## src/rtl/btn_conditioner.sv

```systemverilog
// Push-button conditioner: 2-FF sync, per-button debounce, press/release pulses and
// rate-limited move strobes. Define BTN_AUTOREPEAT_EN to build the auto-repeat FSMs.
module btn_conditioner #(
    parameter int unsigned DEBOUNCE_CYCLES = 1_000_000,
    parameter int unsigned REPEAT_DELAY    = 50_000_000,
    parameter int unsigned REPEAT_PERIOD   = 1_000_000
) (
    input  logic       clk,
    input  logic       reset,
    input  logic [4:0] btn_raw,
    output logic [4:0] btn_level,
    output logic [4:0] btn_press,
    output logic [4:0] btn_release,
    output logic [3:0] move,
    output logic       press_c
);

    localparam int unsigned NBTN    = 5;
    localparam int unsigned NDIR    = 4;
    localparam int unsigned DB_W    = (DEBOUNCE_CYCLES > 1) ? $clog2(DEBOUNCE_CYCLES) : 1;
    localparam logic [DB_W-1:0] DB_LAST = DB_W'(DEBOUNCE_CYCLES - 1);

    // Zero-length debounce or repeat intervals are not meaningful configurations.
    if (DEBOUNCE_CYCLES < 1 || REPEAT_DELAY < 1 || REPEAT_PERIOD < 1) begin : g_bad_params
    end

    logic [NBTN-1:0]            r_sync1;
    logic [NBTN-1:0]            r_sync2;
    logic [NBTN-1:0][DB_W-1:0]  r_db_cnt;
    logic [NBTN-1:0][DB_W-1:0]  w_db_cnt_next;
    logic [NBTN-1:0]            r_level;
    logic [NBTN-1:0]            w_level_next;
    logic [NBTN-1:0]            r_press;
    logic [NBTN-1:0]            w_press_next;
    logic [NBTN-1:0]            r_release;
    logic [NBTN-1:0]            w_release_next;
    logic [NDIR-1:0]            r_move;
    logic [NDIR-1:0]            w_move_next;

    // Synchroniser, debounce counters and registered level/pulse outputs.
    always_ff @(posedge clk or posedge reset) begin
        if (reset) begin
            r_sync1   <= '0;
            r_sync2   <= '0;
            r_db_cnt  <= '0;
            r_level   <= '0;
            r_press   <= '0;
            r_release <= '0;
            r_move    <= '0;
        end else begin
            r_sync1   <= btn_raw;
            r_sync2   <= r_sync1;
            r_db_cnt  <= w_db_cnt_next;
            r_level   <= w_level_next;
            r_press   <= w_press_next;
            r_release <= w_release_next;
            r_move    <= w_move_next;
        end
    end

    // A level flips only after DEBOUNCE_CYCLES consecutive differing samples.
    always_comb begin
        w_db_cnt_next  = r_db_cnt;
        w_level_next   = r_level;
        w_press_next   = '0;
        w_release_next = '0;
        for (int i = 0; i < int'(NBTN); i++) begin
            if (r_sync2[i] == r_level[i]) begin
                w_db_cnt_next[i] = '0;
            end else if (r_db_cnt[i] == DB_LAST) begin
                w_db_cnt_next[i]  = '0;
                w_level_next[i]   = ~r_level[i];
                w_press_next[i]   = ~r_level[i];
                w_release_next[i] = r_level[i];
            end else begin
                w_db_cnt_next[i] = r_db_cnt[i] + DB_W'(1);
            end
        end
    end

`ifdef BTN_AUTOREPEAT_EN
    localparam int unsigned RPT_MAX = (REPEAT_DELAY > REPEAT_PERIOD) ? REPEAT_DELAY : REPEAT_PERIOD;
    localparam int unsigned RPT_W   = (RPT_MAX > 1) ? $clog2(RPT_MAX) : 1;
    localparam logic [RPT_W-1:0] DELAY_LAST  = RPT_W'(REPEAT_DELAY - 1);
    localparam logic [RPT_W-1:0] PERIOD_LAST = RPT_W'(REPEAT_PERIOD - 1);

    typedef enum logic [1:0] {
        ST_IDLE   = 2'd0,
        ST_DELAY  = 2'd1,
        ST_REPEAT = 2'd2
    } rpt_state_t;

    rpt_state_t                 r_state      [NDIR];
    rpt_state_t                 w_state_next [NDIR];
    logic [NDIR-1:0][RPT_W-1:0] r_rpt_cnt;
    logic [NDIR-1:0][RPT_W-1:0] w_rpt_cnt_next;

    always_ff @(posedge clk or posedge reset) begin
        if (reset) begin
            for (int i = 0; i < int'(NDIR); i++) begin
                r_state[i] <= ST_IDLE;
            end
            r_rpt_cnt <= '0;
        end else begin
            for (int i = 0; i < int'(NDIR); i++) begin
                r_state[i] <= w_state_next[i];
            end
            r_rpt_cnt <= w_rpt_cnt_next;
        end
    end

    // The upcoming level is used so a release suppresses a repeat due on the same edge.
    always_comb begin
        w_rpt_cnt_next = r_rpt_cnt;
        w_move_next    = '0;
        for (int i = 0; i < int'(NDIR); i++) begin
            w_state_next[i] = r_state[i];
            case (r_state[i])
                ST_IDLE: begin
                    w_rpt_cnt_next[i] = '0;
                    if (w_press_next[i]) begin
                        w_state_next[i] = ST_DELAY;
                        w_move_next[i]  = 1'b1;
                    end
                end
                ST_DELAY: begin
                    if (!w_level_next[i]) begin
                        w_state_next[i]   = ST_IDLE;
                        w_rpt_cnt_next[i] = '0;
                    end else if (r_rpt_cnt[i] == DELAY_LAST) begin
                        w_state_next[i]   = ST_REPEAT;
                        w_rpt_cnt_next[i] = '0;
                        w_move_next[i]    = 1'b1;
                    end else begin
                        w_rpt_cnt_next[i] = r_rpt_cnt[i] + RPT_W'(1);
                    end
                end
                ST_REPEAT: begin
                    if (!w_level_next[i]) begin
                        w_state_next[i]   = ST_IDLE;
                        w_rpt_cnt_next[i] = '0;
                    end else if (r_rpt_cnt[i] == PERIOD_LAST) begin
                        w_rpt_cnt_next[i] = '0;
                        w_move_next[i]    = 1'b1;
                    end else begin
                        w_rpt_cnt_next[i] = r_rpt_cnt[i] + RPT_W'(1);
                    end
                end
                default: begin
                    w_state_next[i]   = ST_IDLE;
                    w_rpt_cnt_next[i] = '0;
                end
            endcase
        end
    end
`else
    // Without auto-repeat each direction moves once per debounced press.
    always_comb begin
        w_move_next = w_press_next[NDIR-1:0];
    end
`endif

    assign btn_level   = r_level;
    assign btn_press   = r_press;
    assign btn_release = r_release;
    assign move        = r_move;
    assign press_c     = r_press[4];

endmodule

```

## config.mk

```make
export PLATFORM = sky130hd
export DESIGN_NAME = btn_conditioner
export DESIGN_NICKNAME = d
export VERILOG_FILES = /design/src/rtl/btn_conditioner.sv
export SDC_FILE = /design/constraint.sdc
export NUM_CORES = 1
export LEC_CHECK = 0
export ABC_CLOCK_PERIOD_IN_PS = 4700
export CAP_MARGIN = 20
export CORE_AREA = 2 2 102 104
export CTS_CLUSTER_DIAMETER = 200
export DETAILED_ROUTE_END_ITERATION = 10
export DIE_AREA = 0 0 104 106
export GPL_TIMING_DRIVEN = 0
export PLACE_DENSITY = 0.78
export SETUP_SLACK_MARGIN = 0.15
export SKIP_CTS_REPAIR_TIMING = 1
export SLEW_MARGIN = 40
export SYNTH_ARGS = -nofsm -noshare
export SYNTH_HDL_FRONTEND = slang
export SYNTH_SLANG_ARGS = --single-unit
export TNS_END_PERCENT = 1
```

## constraint.sdc

```tcl
create_clock -name clk -period 4.7 [get_ports clk]
set_clock_uncertainty 0.15 [all_clocks]
set_input_delay 0.47 -clock clk [delete_from_list [all_inputs] [get_ports clk]]
set_output_delay 0.47 -clock clk [all_outputs]
set_load 0.05 [all_outputs]
```

Word-level counts from Yosys, hierarchy flattened --
Index checks and enable logic that the tools add are counted.
Word-level totals: logic and storage cells 75, input port bits 7, output and inout bits 20, flip-flop bits (word level) 129
Operators by class: mux-type cells 30, bitwise logic cells 10, equality and inequality tests 10, $add $sub $neg 5, reduce and logical (&&, ||, !) cells 5
Operator list (count):
- 2-to-1 mux 20 bit | 10
- adder 20 x 1 -> 20 bit, second input constant | 5
- equality test 20 bit, second input constant | 5
- 2-to-1 mux 1 bit | 20
- NOT 1 bit | 10
- AND reduction 2 bit | 5
- equality test 1 bit | 5

Logic depth before layout (Yosys ltp) --
depth after elaboration 3, depth in mapped cells 7

Worst setup path after synthesis --
Ideal clock, no wire load.
kind register -> register, from reg r_db_cnt[86] (netlist bit), to reg r_level[4] (netlist: btn_level[4]), cell stages (with the launch flop) 5, slack 2.447 ns, library setup time 0.125 ns, required time 4.425 ns, arrival 1.978 ns, path buffers 0, cell sequence dfrtp_1 > or4b_1 > or4_4 > or2_4 > mux2_4
Between the ends: longest elaborated chain between the ends 2
Ends and longest elaborated chain:
- start: declaration | line 29 | logic [NBTN-1:0][DB_W-1:0] r_db_cnt;
- start signal: assignment | line 53 | r_db_cnt <= w_db_cnt_next;
- equality test 20 bit | line 70 | end else if (r_db_cnt[i] == DB_LAST) begin
- AND reduction 2 bit (no source line)
- end signal: assignment | line 54 | r_level <= w_level_next;
- end: declaration | line 31 | logic [NBTN-1:0] r_level;
No other way between the ends. A chain may end at the register's enable or synchronous reset.

==> key figures <==
Run status
  – Run status: finished, final reports clean

Die
  – Top-level I/O count: 27
  – Vert. Die Dim: 106 um
  – Die Wd: 104 um
  – Cell Rows: 37
  – Floorplan die area: 0.0110 sq mm
  – Starting Density: 58.4%
  – Area of the core: 0.0100 sq mm

STA
  – TNS Setup: 0 ns
  – Unrepaired setup endpoints after global routing: false
  – Time the worst path needs with I/O delays and setup: 2.48 ns
  – Achievable Freq: 403 MHz
  – Post-Route Hold Slack: 0.195 ns
  – Setup ws final: 2.22 ns
  – Number of failing hold endpoints at the final stage: 0
  – Tightest slew margin relative to the limit: 47.6%
  – Final setup fails: 0
  – Portion of the clock cycle consumed by the worst path in the final layout: 52.8%
  – Number of max-slew violations in the final report: 0
  – Transition time of the tightest slew-check pin: 0.780 ns

Place
  – Number of placed cells counting well taps: 738
  – Post-place setup slack: 2.23 ns
  – RD Place Congestion: 0.793
  – Port bufs: 26
  – Placed wire-length estimate: 7.78 mm

Yosys
  – Cells after Synth: 575
  – Sequential-to-total area share from yosys stat: 53.5%
  – Flop and latch count out of synthesis: 125
  – Synthesized area per cell: 10.2 sq um
  – Cell area after technology mapping: 0.00584 sq mm
  – EDFF count, synth: 0
  – Prevailing post-synth register cell: sky130_fd_sc_hd__dfrtp_1
  – Warnings from Yosys: 0
  – Distinct cell type count after synthesis: 41
  – Share of synthesized registers carrying an async set or reset: 100%
  – Number of nets in the synthesized netlist: 587

Power
  – Maximum vdd ir drop: 0.000298 V
  – Sequential cell fraction of total power: 45.2%
  – Total power divided by cell area: 356 mW/mm^2
  – Relative contribution of the clock network to total power: 52.0%
  – Switching share of power: 21.0%
  – Comb power frac: 2.7%
  – Power spent charging and discharging nets: 515 uW
  – Leakage Power: 2.80 nW
  – Internal Power: 1.94 mW

Finish
  – Antenna cell count: 0
  – Fraction of final layout cells with drive strength greater than 1: 8.85%
  – Utilization of the core after routing: 68.9%
  – Layout Nets: 633
  – Non-filler instance count after layout: 769
  – Leading cell types in the layout, fill and taps excluded: 125 x sky130_fd_sc_hd__dfrtp_1, 60 x sky130_fd_sc_hd__nor2_1, 42 x sky130_fd_sc_hd__nand3_1
  – Area Growth Syn to Fin: 17.9%
  – Most common library cell in the layout ignoring fill and taps: sky130_fd_sc_hd__dfrtp_1

Setup path
  – WS Path Type: register to register
  – Most common cell on crit path: sky130_fd_sc_hd__or4_1
  – Highest fanout seen on the critical path: 8
  – CP cell instances: ha_1 -> nand2_1 -> or4_1 -> clkbuf_1 -> or4_1 -> a21oi_1
  – FF-to-FF path depth: 6
  – CP required: 5.00 ns
  – Crit path capture type: register
  – R2R Path End: r_db_cnt[38]$_DFF_PP0_
  – Total stage count of the critical path: 6
  – Buf+Inv Stages, Crit Path: 1
  – Worst reg2reg path startpoint: r_db_cnt[20]$_DFF_PP0_
  – Largest stage delay, worst path: 0.52 ns
  – Critical-path top delay cell: sky130_fd_sc_hd__or4_1
  – Setup slack of the most critical reg-to-reg path: 2.22 ns
  – Top delay family on crit path: simple AND/OR/NAND/NOR gates
  – Crit path launch type: register
  – CP Data Arrival Time: 2.78 ns

CTS
  – Clock tree from TritonCTS: yes
  – H-tree Lvls: 4
  – Clock input transition at the sequential cells of the worst setup and hold paths: 0.06 ns
  – Maximum buffer depth of the clock tree: 2
  – Clock Tree Root: sky130_fd_sc_hd__clkbuf_8
  – Worst skew pair latency: 0.53 ns
  – Count of clock tree sinks: 125
  – Number of clock buffers inserted by TritonCTS: 17

Routing
  – Total wire length: 11.9 mm
  – Avg WL per Cell: 15.4 um
  – Number of iterations in the first detailed-routing pass: 5
  – Number of violations reported at the end of detailed-routing iteration 0: 267
  – Drt drc: 0
  – Number of vias after detailed routing: 4,419
  – Number of nets with antenna violations after detailed routing: 0
  – Via density per instance: 5.75

Run
  – Count of maximum capacitance violations: 0

Global route
  – Remaining global-route overflow: 0
  – Maximum number of pins on one net before global-route repair: 79
  – Global-route wire length before repair: 20.7 mm
  – Number of global-route vias before repair: 4,581
  – All-Layer GR Usage: 23.3%
  – Initial antenna violation count: 0

Min path
  – Classification of the worst-slack hold path: input pin to asynchronous set/reset pin
## per-layer routing
layer	track usage, %	vias up	part of all wire [%]
met3	5.40	22	3.6
met2	40.3	76	51
met5	0	-	0
met1	28.0	2178	43
met4	10.2	0	1.8
li1	-	2143	-
## metrics by stage
stage,area [sq um],power (mW)
floorplan,5840,1.17
finish,6890,2.45
global placement,6270,1.19
global route,6890,2.53
detailed placement,6310,1.19
CTS,6890,2.47
## cells in the mapped netlist, types with 17 or more instances
cell type / number / share of area (%)
sky130_fd_sc_hd__a21oi_1: 39 / 3.3
sky130_fd_sc_hd__dfrtp_1: 125 / 54
sky130_fd_sc_hd__inv_1: 17 / 1.1
sky130_fd_sc_hd__nand2_1: 27 / 1.7
sky130_fd_sc_hd__nand3_1: 42 / 3.6
sky130_fd_sc_hd__nand4_1: 20 / 2.1
sky130_fd_sc_hd__nor2_1: 60 / 3.9
sky130_fd_sc_hd__o21ai_0: 24 / 2.1
sky130_fd_sc_hd__or3_1: 23 / 2.5
sky130_fd_sc_hd__or4_1: 26 / 3.3
sky130_fd_sc_hd__xnor2_1: 26 / 3.9
sky130_fd_sc_hd__xor2_1: 30 / 4.5
## power groups by stage
stage / registers, mW / logic [mW] / clock network (mW)
2_1_floorplan: 1.12 / 0.0452 / 0
3_3_place_gp: 1.13 / 0.0627 / 0
3_5_place_dp: 1.13 / 0.0685 / 0
4_1_cts: 1.11 / 0.0699 / 1.29
5_1_grt: 1.11 / 0.0781 / 1.35
6_report: 1.11 / 0.0674 / 1.27
## sequential cells by signal, summed over array words and instances, names as in the netlist
name         count
r_sync2          5
btn_level        5
btn_release      5
btn_press        2
move             3
r_sync1          5
r_db_cnt       100
## cells by family after synthesis
kind of cell / count (synthesis) / share of synthesized area (%)
and+or+nand+nor: 264 / 25.0
buffers and inverters: 38 / 2.89
AOI/OAI and AO/OA: 82 / 8.07
muxes: 5 / 1.03
xor gates and xnor gates: 56 / 8.40
adders and majority gates: 5 / 1.07
DFF: 125 / 53.5
## layout make-up
cell class	instances	area [sq um]
Timing Repair Buffer	27	288
Fill cell	756	3110
Inverter	17	71.3
Buffer	21	105
Tap cell	136	170
Multi-Input combinational cell	412	2540
Clock buffer	26	498
Clock inverter	5	80.1
Sequential cell	125	3130
## worst max-delay path by stage
stage | start | to | slack, ns
floorplan | reset | btn_level[0]$_DFFE_PP0P_ | 0.75
global placement | reset | r_db_cnt[34]$_DFF_PP0_ | -0.86
detailed placement | r_db_cnt[75]$_DFF_PP0_ | r_db_cnt[63]$_DFF_PP0_ | 2.23
CTS | r_db_cnt[68]$_DFF_PP0_ | r_db_cnt[68]$_DFF_PP0_ | 2.19
global route | r_db_cnt[26]$_DFF_PP0_ | r_db_cnt[25]$_DFF_PP0_ | 2.05
finish | r_db_cnt[20]$_DFF_PP0_ | r_db_cnt[38]$_DFF_PP0_ | 2.22
Power figures use the tool's default switching activity.
